`config.mk`:
```
export PLATFORM = sky130hd
export DESIGN_NAME = fmul_normalize_round
export DESIGN_NICKNAME = d
export VERILOG_FILES = /design/src/rtl/fmul_normalize_round_pkg.sv /design/src/rtl/fmul_normalize_round_fp_rounder.sv /design/src/rtl/fmul_normalize_round.sv
export SDC_FILE = /design/constraint.sdc
export NUM_CORES = 1
export LEC_CHECK = 0
export CAP_MARGIN = 5
export CELL_PAD_IN_SITES_DETAIL_PLACEMENT = 0
export CELL_PAD_IN_SITES_GLOBAL_PLACEMENT = 2
export CORE_AREA = 2 2 146 148
export CTS_CLUSTER_SIZE = 8
export DETAILED_ROUTE_END_ITERATION = 8
export DIE_AREA = 0 0 148 150
export GPL_TIMING_DRIVEN = 0
export PLACE_DENSITY = 0.92
export SLEW_MARGIN = 10
export SYNTH_ARGS = -nofsm -noshare
export SYNTH_HDL_FRONTEND = slang
export SYNTH_SLANG_ARGS = --single-unit
```
`constraint.sdc`:
```
create_clock -name clk_i -period 12 [get_ports clk_i]
set_input_delay 1.8 -clock clk_i [delete_from_list [all_inputs] [get_ports clk_i]]
set_output_delay 1.8 -clock clk_i [all_outputs]
set_load 0.05 [all_outputs]
```
`src/rtl/fmul_normalize_round_pkg.sv`:
```
// fmul_normalize_round_pkg: shared FP32 classes, rounding modes and constants
package fmul_normalize_round_pkg;

    typedef enum logic [1:0] {
        NORMAL = 2'b00,
        ZERO   = 2'b01,
        INF    = 2'b10,
        NAN    = 2'b11
    } fp_class_e;

    typedef enum logic [2:0] {
        RNE = 3'b000,
        RTZ = 3'b001,
        RDN = 3'b010,
        RUP = 3'b011,
        RMM = 3'b100
    } round_mode_e;

    localparam logic [31:0] CANONICAL_NAN = 32'h7FC0_0000;
    localparam int          FP32_BIAS     = 127;

endpackage

```
`src/rtl/fmul_normalize_round_fp_rounder.sv`:
```
// fp_rounder: combinational significand rounding by RISC-V frm
module fp_rounder
    import fmul_normalize_round_pkg::*;
#(
    parameter int W = 24
) (
    input  logic         sign_i,
    input  logic [W-1:0] sig_i,
    input  logic         guard_i,
    input  logic         sticky_i,
    input  logic [2:0]   mode_i,
    output logic [W-1:0] sig_o,
    output logic         carry_o,
    output logic         inexact_o
);

    logic         up;
    logic [W-1:0] sum;

    // Round-up decision; reserved encodings fall through to nearest-even
    always_comb begin
        up = mode_i == RTZ ? 1'b0 :
             mode_i == RDN ? (guard_i | sticky_i) & sign_i :
             mode_i == RUP ? (guard_i | sticky_i) & ~sign_i :
             mode_i == RMM ? guard_i :
                             guard_i & (sticky_i | sig_i[0]);
    end

    assign {carry_o, sum} = {1'b0, sig_i} + {{W{1'b0}}, up};
    assign sig_o          = carry_o ? {1'b1, {(W-1){1'b0}}} : sum;
    assign inexact_o      = guard_i | sticky_i;

endmodule

```
`src/rtl/fmul_normalize_round.sv`:
```
// fmul_normalize_round: FP32 multiply post-stage (normalize, round, specials)
module fmul_normalize_round
    import fmul_normalize_round_pkg::*;
#(
    parameter int XLEN   = 32,
    parameter int EXP_W  = 8,
    parameter int MANT_W = 23,
    parameter int BIAS   = FP32_BIAS
) (
    input  logic              clk_i,
    input  logic              rst_n_i,
    input  logic              clk_en_i,
    input  logic [2*XLEN-1:0] product_i,
    input  logic              product_valid_i,
    input  logic              sign_a_i,
    input  logic              sign_b_i,
    input  logic [EXP_W-1:0]  exp_a_i,
    input  logic [EXP_W-1:0]  exp_b_i,
    input  logic [1:0]        class_a_i,
    input  logic [1:0]        class_b_i,
    input  logic [2:0]        round_mode_i,
    output logic [31:0]       result_o,
    output logic              valid_o,
    output logic              invalid_o,
    output logic              overflow_o,
    output logic              underflow_o,
    output logic              inexact_o
);

    localparam int SW = MANT_W + 1;
    localparam int PW = 2 * SW;
    localparam int EW = EXP_W + 2;
    localparam logic [EW-1:0] EXP_MAX = EW'((1 << EXP_W) - 1);

    typedef enum logic [1:0] {IDLE, NORMALIZE, ROUND, VALID} state_e;

    state_e          state;
    logic [PW-1:0]   prod_q;
    logic            sign_a_q, sign_b_q;
    logic [EXP_W-1:0] exp_a_q, exp_b_q;
    logic [1:0]      class_a_q, class_b_q;
    logic [2:0]      mode_q;
    logic            sign_q, g_q, s_q;
    logic [EW-1:0]   exp_q;
    logic [SW-1:0]   sig_q;

    logic            top;
    logic [SW-1:0]   n_sig;
    logic            n_g, n_s;
    logic [EW-1:0]   n_exp;

    logic [SW-1:0]   r_sig;
    logic            r_carry, r_inexact;
    logic [EW-1:0]   r_exp;

    logic            a_nan, b_nan, a_inf, b_inf, a_zero, b_zero;
    logic            inf_zero, special, ovf, unf, ovf_inf;
    logic [31:0]     res_d;

    logic            unused;
    assign unused = ^product_i[2*XLEN-1:PW];

    // Align the product so the hidden one sits at the significand MSB
    always_comb begin
        top   = prod_q[PW-1];
        n_sig = top ? prod_q[PW-1 -: SW] : prod_q[PW-2 -: SW];
        n_g   = top ? prod_q[PW-SW-1] : prod_q[PW-SW-2];
        n_s   = top ? |prod_q[PW-SW-2:0] : |prod_q[PW-SW-3:0];
        n_exp = {2'b00, exp_a_q} + {2'b00, exp_b_q} - EW'(BIAS) + {{(EW-1){1'b0}}, top};
    end

    fp_rounder #(.W(SW)) u_rounder (
        .sign_i    (sign_q),
        .sig_i     (sig_q),
        .guard_i   (g_q),
        .sticky_i  (s_q),
        .mode_i    (mode_q),
        .sig_o     (r_sig),
        .carry_o   (r_carry),
        .inexact_o (r_inexact)
    );

    // Resolve specials and range exceptions on the rounded value, by priority
    always_comb begin
        r_exp    = exp_q + {{(EW-1){1'b0}}, r_carry};
        a_nan    = class_a_q == NAN;
        b_nan    = class_b_q == NAN;
        a_inf    = class_a_q == INF;
        b_inf    = class_b_q == INF;
        a_zero   = class_a_q == ZERO;
        b_zero   = class_b_q == ZERO;
        inf_zero = (a_inf & b_zero) | (b_inf & a_zero);
        special  = a_nan | b_nan | a_inf | b_inf | a_zero | b_zero;
        ovf      = ~r_exp[EW-1] & (r_exp >= EXP_MAX);
        unf      = r_exp[EW-1] | (r_exp == '0);
        ovf_inf  = mode_q == RTZ ? 1'b0 :
                   mode_q == RDN ? sign_q :
                   mode_q == RUP ? ~sign_q : 1'b1;
        res_d    = (a_nan | b_nan | inf_zero) ? CANONICAL_NAN :
                   (a_inf | b_inf)            ? {sign_q, {EXP_W{1'b1}}, {MANT_W{1'b0}}} :
                   (a_zero | b_zero)          ? {sign_q, {(EXP_W+MANT_W){1'b0}}} :
                   ovf ? (ovf_inf ? {sign_q, {EXP_W{1'b1}}, {MANT_W{1'b0}}}
                                  : {sign_q, {(EXP_W-1){1'b1}}, 1'b0, {MANT_W{1'b1}}}) :
                   unf                        ? {sign_q, {(EXP_W+MANT_W){1'b0}}} :
                                                {sign_q, r_exp[EXP_W-1:0], r_sig[MANT_W-1:0]};
    end

    // Capture operands on the valid pulse, then register the normalized value
    always_ff @(posedge clk_i or negedge rst_n_i) begin
        if (!rst_n_i) begin
            prod_q    <= '0;
            sign_a_q  <= 1'b0;
            sign_b_q  <= 1'b0;
            exp_a_q   <= '0;
            exp_b_q   <= '0;
            class_a_q <= '0;
            class_b_q <= '0;
            mode_q    <= '0;
            sign_q    <= 1'b0;
            exp_q     <= '0;
            sig_q     <= '0;
            g_q       <= 1'b0;
            s_q       <= 1'b0;
        end else if (clk_en_i) begin
            if (state == IDLE && product_valid_i) begin
                prod_q    <= product_i[PW-1:0];
                sign_a_q  <= sign_a_i;
                sign_b_q  <= sign_b_i;
                exp_a_q   <= exp_a_i;
                exp_b_q   <= exp_b_i;
                class_a_q <= class_a_i;
                class_b_q <= class_b_i;
                mode_q    <= round_mode_i;
            end
            if (state == NORMALIZE) begin
                sign_q <= sign_a_q ^ sign_b_q;
                exp_q  <= n_exp;
                sig_q  <= n_sig;
                g_q    <= n_g;
                s_q    <= n_s;
            end
        end
    end

    // Sequence the stage and register result/flags on the ROUND->VALID edge
    always_ff @(posedge clk_i or negedge rst_n_i) begin
        if (!rst_n_i) begin
            state       <= IDLE;
            result_o    <= '0;
            valid_o     <= 1'b0;
            invalid_o   <= 1'b0;
            overflow_o  <= 1'b0;
            underflow_o <= 1'b0;
            inexact_o   <= 1'b0;
        end else if (clk_en_i) begin
            case (state)
                IDLE:      state <= product_valid_i ? NORMALIZE : IDLE;
                NORMALIZE: state <= ROUND;
                ROUND: begin
                    state       <= VALID;
                    valid_o     <= 1'b1;
                    result_o    <= res_d;
                    invalid_o   <= inf_zero;
                    overflow_o  <= ~special & ovf;
                    underflow_o <= ~special & ~ovf & unf;
                    inexact_o   <= ~special & (ovf | unf | r_inexact);
                end
                default: begin
                    state   <= IDLE;
                    valid_o <= 1'b0;
                end
            endcase
        end
    end

endmodule
```
==> flow_summary.json <==
{
  "synth_seq_area_share": 0.496,
  "viasPerCell": 5.00,
  "postSynthCellCount": 687,
  "pre_cts_slack_ns": 7.05,
  "critPathKind": "flip-flop to flip-flop",
  "buffer_count_from_post_cts_setup_fixing": 0,
  "finalSetupViolations": 0,
  "grt_setup_unrepaired": "false",
  "finalClockSkew_ns": 0.00994,
  "worst-r2r-setup-slack_ns": 7.10,
  "via_count": 5535,
  "worst_hold_path.num_cells": 2,
  "max-slew-margin-rel": 0.451,
  "die-height_um": 150,
  "worst_hold_path.endpoint": "result_o[31]",
  "rr_startpoint": "mode_q[0]",
  "syn-num-nets": 804,
  "worst_hold_margin_ns": 0.474,
  "core.rowCount": 53,
  "drive_above_1_share": 0.157,
  "crit-reg2reg-capture": "result_o[14]",
  "syn_to_final_growth_pct": 28.2,
  "warnings_synthesis": 0,
  "dpl.cell_count": 1075,
  "ant_nets": 0,
  "timing_max_transition_violations_final": 0,
  "ys_ff_latch": 149,
  "critPathLaunchType": "flip-flop",
  "timing.critical_path.to_type": "flip-flop",
  "achievable-frequency_mhz": 204,
  "maxCapViolCount": 0,
  "layout.filler_cells": 1964,
  "dpl-instance-area_mm2": 0.00901,
  "most-common-layout-cells": "sky130_fd_sc_hd__dfrtp_1 (149), sky130_fd_sc_hd__clkdlybuf4s50_1 (111), sky130_fd_sc_hd__nand2_1 (80)",
  "clk_latency_ns": 0.43,
  "holdBufCountCts": 0,
  "place.gp.congestion": 0.842,
  "post-route-period-util": 0.408,
  "final_hold_viol_count": 0,
  "finalPower_mw": 2.68,
  "detail_route.drc_violations": 0,
  "synth_async_sr_flop_share": 1.00,
  "antenna-diode-count": 0,
  "grt_start_max_net_pins": 79,
  "final_net_count": 936,
  "wl_um": 17200,
  "fin_crit_ns": 4.90,
  "min_path_type": "flip-flop to flip-flop",
  "syn_avg_cell_area_um2": 10.9,
  "clock_sink_count": 149,
  "synth_cell_type_count": 62,
  "fp.dieArea_mm2": 0.0222,
  "cts_tree": "built",
  "core_area_mm2": 0.0207,
  "gr-total-overflow": 0,
  "clockRootBuffer": "sky130_fd_sc_hd__clkbuf_16",
  "cts.clk_slew.worst_paths_ns": 0.06,
  "cts_resized": 0,
  "initial_core_util": 0.363,
  "yosys_most_used_dff": "sky130_fd_sc_hd__dfrtp_1",
  "antenna_found_initial": 0,
  "first_global_vias": 5562,
  "htree_levels": 4,
  "setup_ws_ns": 7.10,
  "grt_use_total": 0.164,
  "vdd_ir_drop_max_uv": 135,
  "number_of_flops_mapped_to_enable_cells_by_yosys": 0,
  "final_design_area_no_fill_mm2": 0.00963,
  "drt-pass1-iter-count": 4,
  "critPathArrivalTime_ns": 5.25,
  "pwr_density_cell_mw_per_mm2": 279,
  "num_io_pins": 130,
  "layout_commonest_cell": "sky130_fd_sc_hd__dfrtp_1",
  "worst-path-max-fanout": 10,
  "clockBufferDepth": 2,
  "stdcell_count": 1107,
  "p_leak_nw": 4.05,
  "grt_pass1_wl_um": 28700,
  "synth.cell_area_mm2": 0.00751,
  "hold_path.startpoint": "result_o[31]",
  "detailedPlacementHpwl_um": 13300,
  "tritoncts.num_buffers": 17,
  "routedWlPerCell_um": 15.5,
  "tns_setup_ns": 0,
  "finalCoreUtilization": 0.465,
  "run_status": "completed",
  "chipWidth_um": 148,
  "worst_pin_slew_ns": 0.803,
  "port-buffer-count": 112,
  "first_iter_violations": 311,
  "worst-r2r-cell-count": 21,
  "worstPathRequired_ns": 12.35
}
worst max-delay path by stage:
stage	startpoint	end	depth (start not counted)
detailed placement	mode_q[0]	result_o[14]	21
CTS	mode_q[0]	result_o[14]	21
global route	mode_q[0]	result_o[13]	21
global placement	rst_n_i	result_o[7]	1
finish	mode_q[0]	result_o[14]	21
floorplan	mode_q[0]	result_o[25]	20
critical path, cell delays in order, from the launching register on:
cell	delay, ns
sky130_fd_sc_hd__dfrtp_1	0.46
sky130_fd_sc_hd__nor2_1	0.17
sky130_fd_sc_hd__a211oi_1	0.08
sky130_fd_sc_hd__o21ai_0	0.17
sky130_fd_sc_hd__ha_1	0.22
sky130_fd_sc_hd__ha_1	0.20
sky130_fd_sc_hd__nand3_1	0.21
sky130_fd_sc_hd__nor3_1	0.39
sky130_fd_sc_hd__and3_1	0.20
sky130_fd_sc_hd__nand3_1	0.13
sky130_fd_sc_hd__clkbuf_1	0.28
sky130_fd_sc_hd__inv_1	0.11
sky130_fd_sc_hd__ha_1	0.27
sky130_fd_sc_hd__ha_1	0.18
sky130_fd_sc_hd__buf_2	0.18
sky130_fd_sc_hd__nand2_1	0.08
sky130_fd_sc_hd__o31ai_1	0.19
sky130_fd_sc_hd__a32oi_1	0.10
sky130_fd_sc_hd__o31ai_2	0.51
sky130_fd_sc_hd__clkbuf_1	0.39
sky130_fd_sc_hd__a32oi_1	0.14
sky130_fd_sc_hd__o21ai_1	0.15
cells by family after synthesis:
kind of cell | synth area share
AO/OA/AOI/OAI | 0.124
XOR/XNOR | 0.0420
adder cells (fa/ha/maj) | 0.0410
buffers and inverters | 0.0332
flip-flops | 0.496
multiplexers | 0.144
AND/OR/NAND/NOR | 0.119
routing by layer:
layer / GRT usage / wire, um / vias to the layer above
met1: 0.216 / 7810 / 2638
met4: 0.0514 / 257 / 0
met2: 0.260 / 8050 / 118
met3: 0.0503 / 1050 / 17
met5: 0 / 0 / -
li1: - / - / 2762
final cells by class:
| class | count | area [um^2] | share of cell area |
|---|---|---|---|
| clock buffer | 18 | 439 | 0.0456 |
| buffer | 40 | 181 | 0.0188 |
| timing repair buffer | 113 | 1150 | 0.120 |
| tap | 275 | 344 | 0.0357 |
| clock inverter | 14 | 178 | 0.0185 |
| multi-input combinational | 480 | 3530 | 0.367 |
| sequential | 149 | 3730 | 0.387 |
| inverter | 18 | 67.6 | 0.00702 |
synthesized netlist by cell type (3+ instances only):
library cell | number | share of area
sky130_fd_sc_hd__and2_1 | 4 | 0.0033
sky130_fd_sc_hd__clkbuf_1 | 25 | 0.012
sky130_fd_sc_hd__dfrtp_1 | 149 | 0.50
sky130_fd_sc_hd__a21oi_1 | 9 | 0.0060
sky130_fd_sc_hd__a32oi_1 | 22 | 0.026
sky130_fd_sc_hd__mux2_2 | 75 | 0.11
sky130_fd_sc_hd__a31oi_1 | 4 | 0.0033
sky130_fd_sc_hd__a211oi_1 | 4 | 0.0040
sky130_fd_sc_hd__o22ai_1 | 3 | 0.0025
sky130_fd_sc_hd__nor2b_1 | 5 | 0.0042
sky130_fd_sc_hd__nand2b_1 | 4 | 0.0033
sky130_fd_sc_hd__nand3_1 | 16 | 0.011
sky130_fd_sc_hd__or3_1 | 4 | 0.0033
sky130_fd_sc_hd__ha_1 | 23 | 0.038
sky130_fd_sc_hd__nor2_1 | 25 | 0.012
sky130_fd_sc_hd__nor4_1 | 11 | 0.0092
sky130_fd_sc_hd__xnor2_1 | 21 | 0.024
sky130_fd_sc_hd__mux2i_1 | 24 | 0.032
sky130_fd_sc_hd__nor3_1 | 8 | 0.0053
sky130_fd_sc_hd__o21a_1 | 6 | 0.0060
sky130_fd_sc_hd__nand2_1 | 80 | 0.040
sky130_fd_sc_hd__buf_2 | 10 | 0.0067
sky130_fd_sc_hd__inv_1 | 18 | 0.0090
sky130_fd_sc_hd__nor3b_1 | 3 | 0.0030
sky130_fd_sc_hd__o21ai_0 | 39 | 0.026
sky130_fd_sc_hd__o31ai_1 | 4 | 0.0040
sky130_fd_sc_hd__o22a_1 | 5 | 0.0058
sky130_fd_sc_hd__nand4_1 | 7 | 0.0058
sky130_fd_sc_hd__xor2_1 | 15 | 0.017
sky130_fd_sc_hd__o21ai_1 | 24 | 0.016
sequential cells by signal, indices dropped and copies added (netlist names), 2 cells and up:
name,count
prod_q,48
result_o,32
sig_q,24
exp_q,10
exp_a_q,8
exp_b_q,8
mode_q,3
class_a_q,2
class_b_q,2
state,2
power by group:
part / internal, mW / switching, mW / leakage [nW] / total, mW
clock: 0.334 / 0.215 / 0.289 / 0.548
combinational: 0.529 / 0.672 / 1.93 / 1.20
sequential: 0.741 / 0.191 / 1.83 / 0.932
Note: power is estimated with default switching activity, not from simulation.
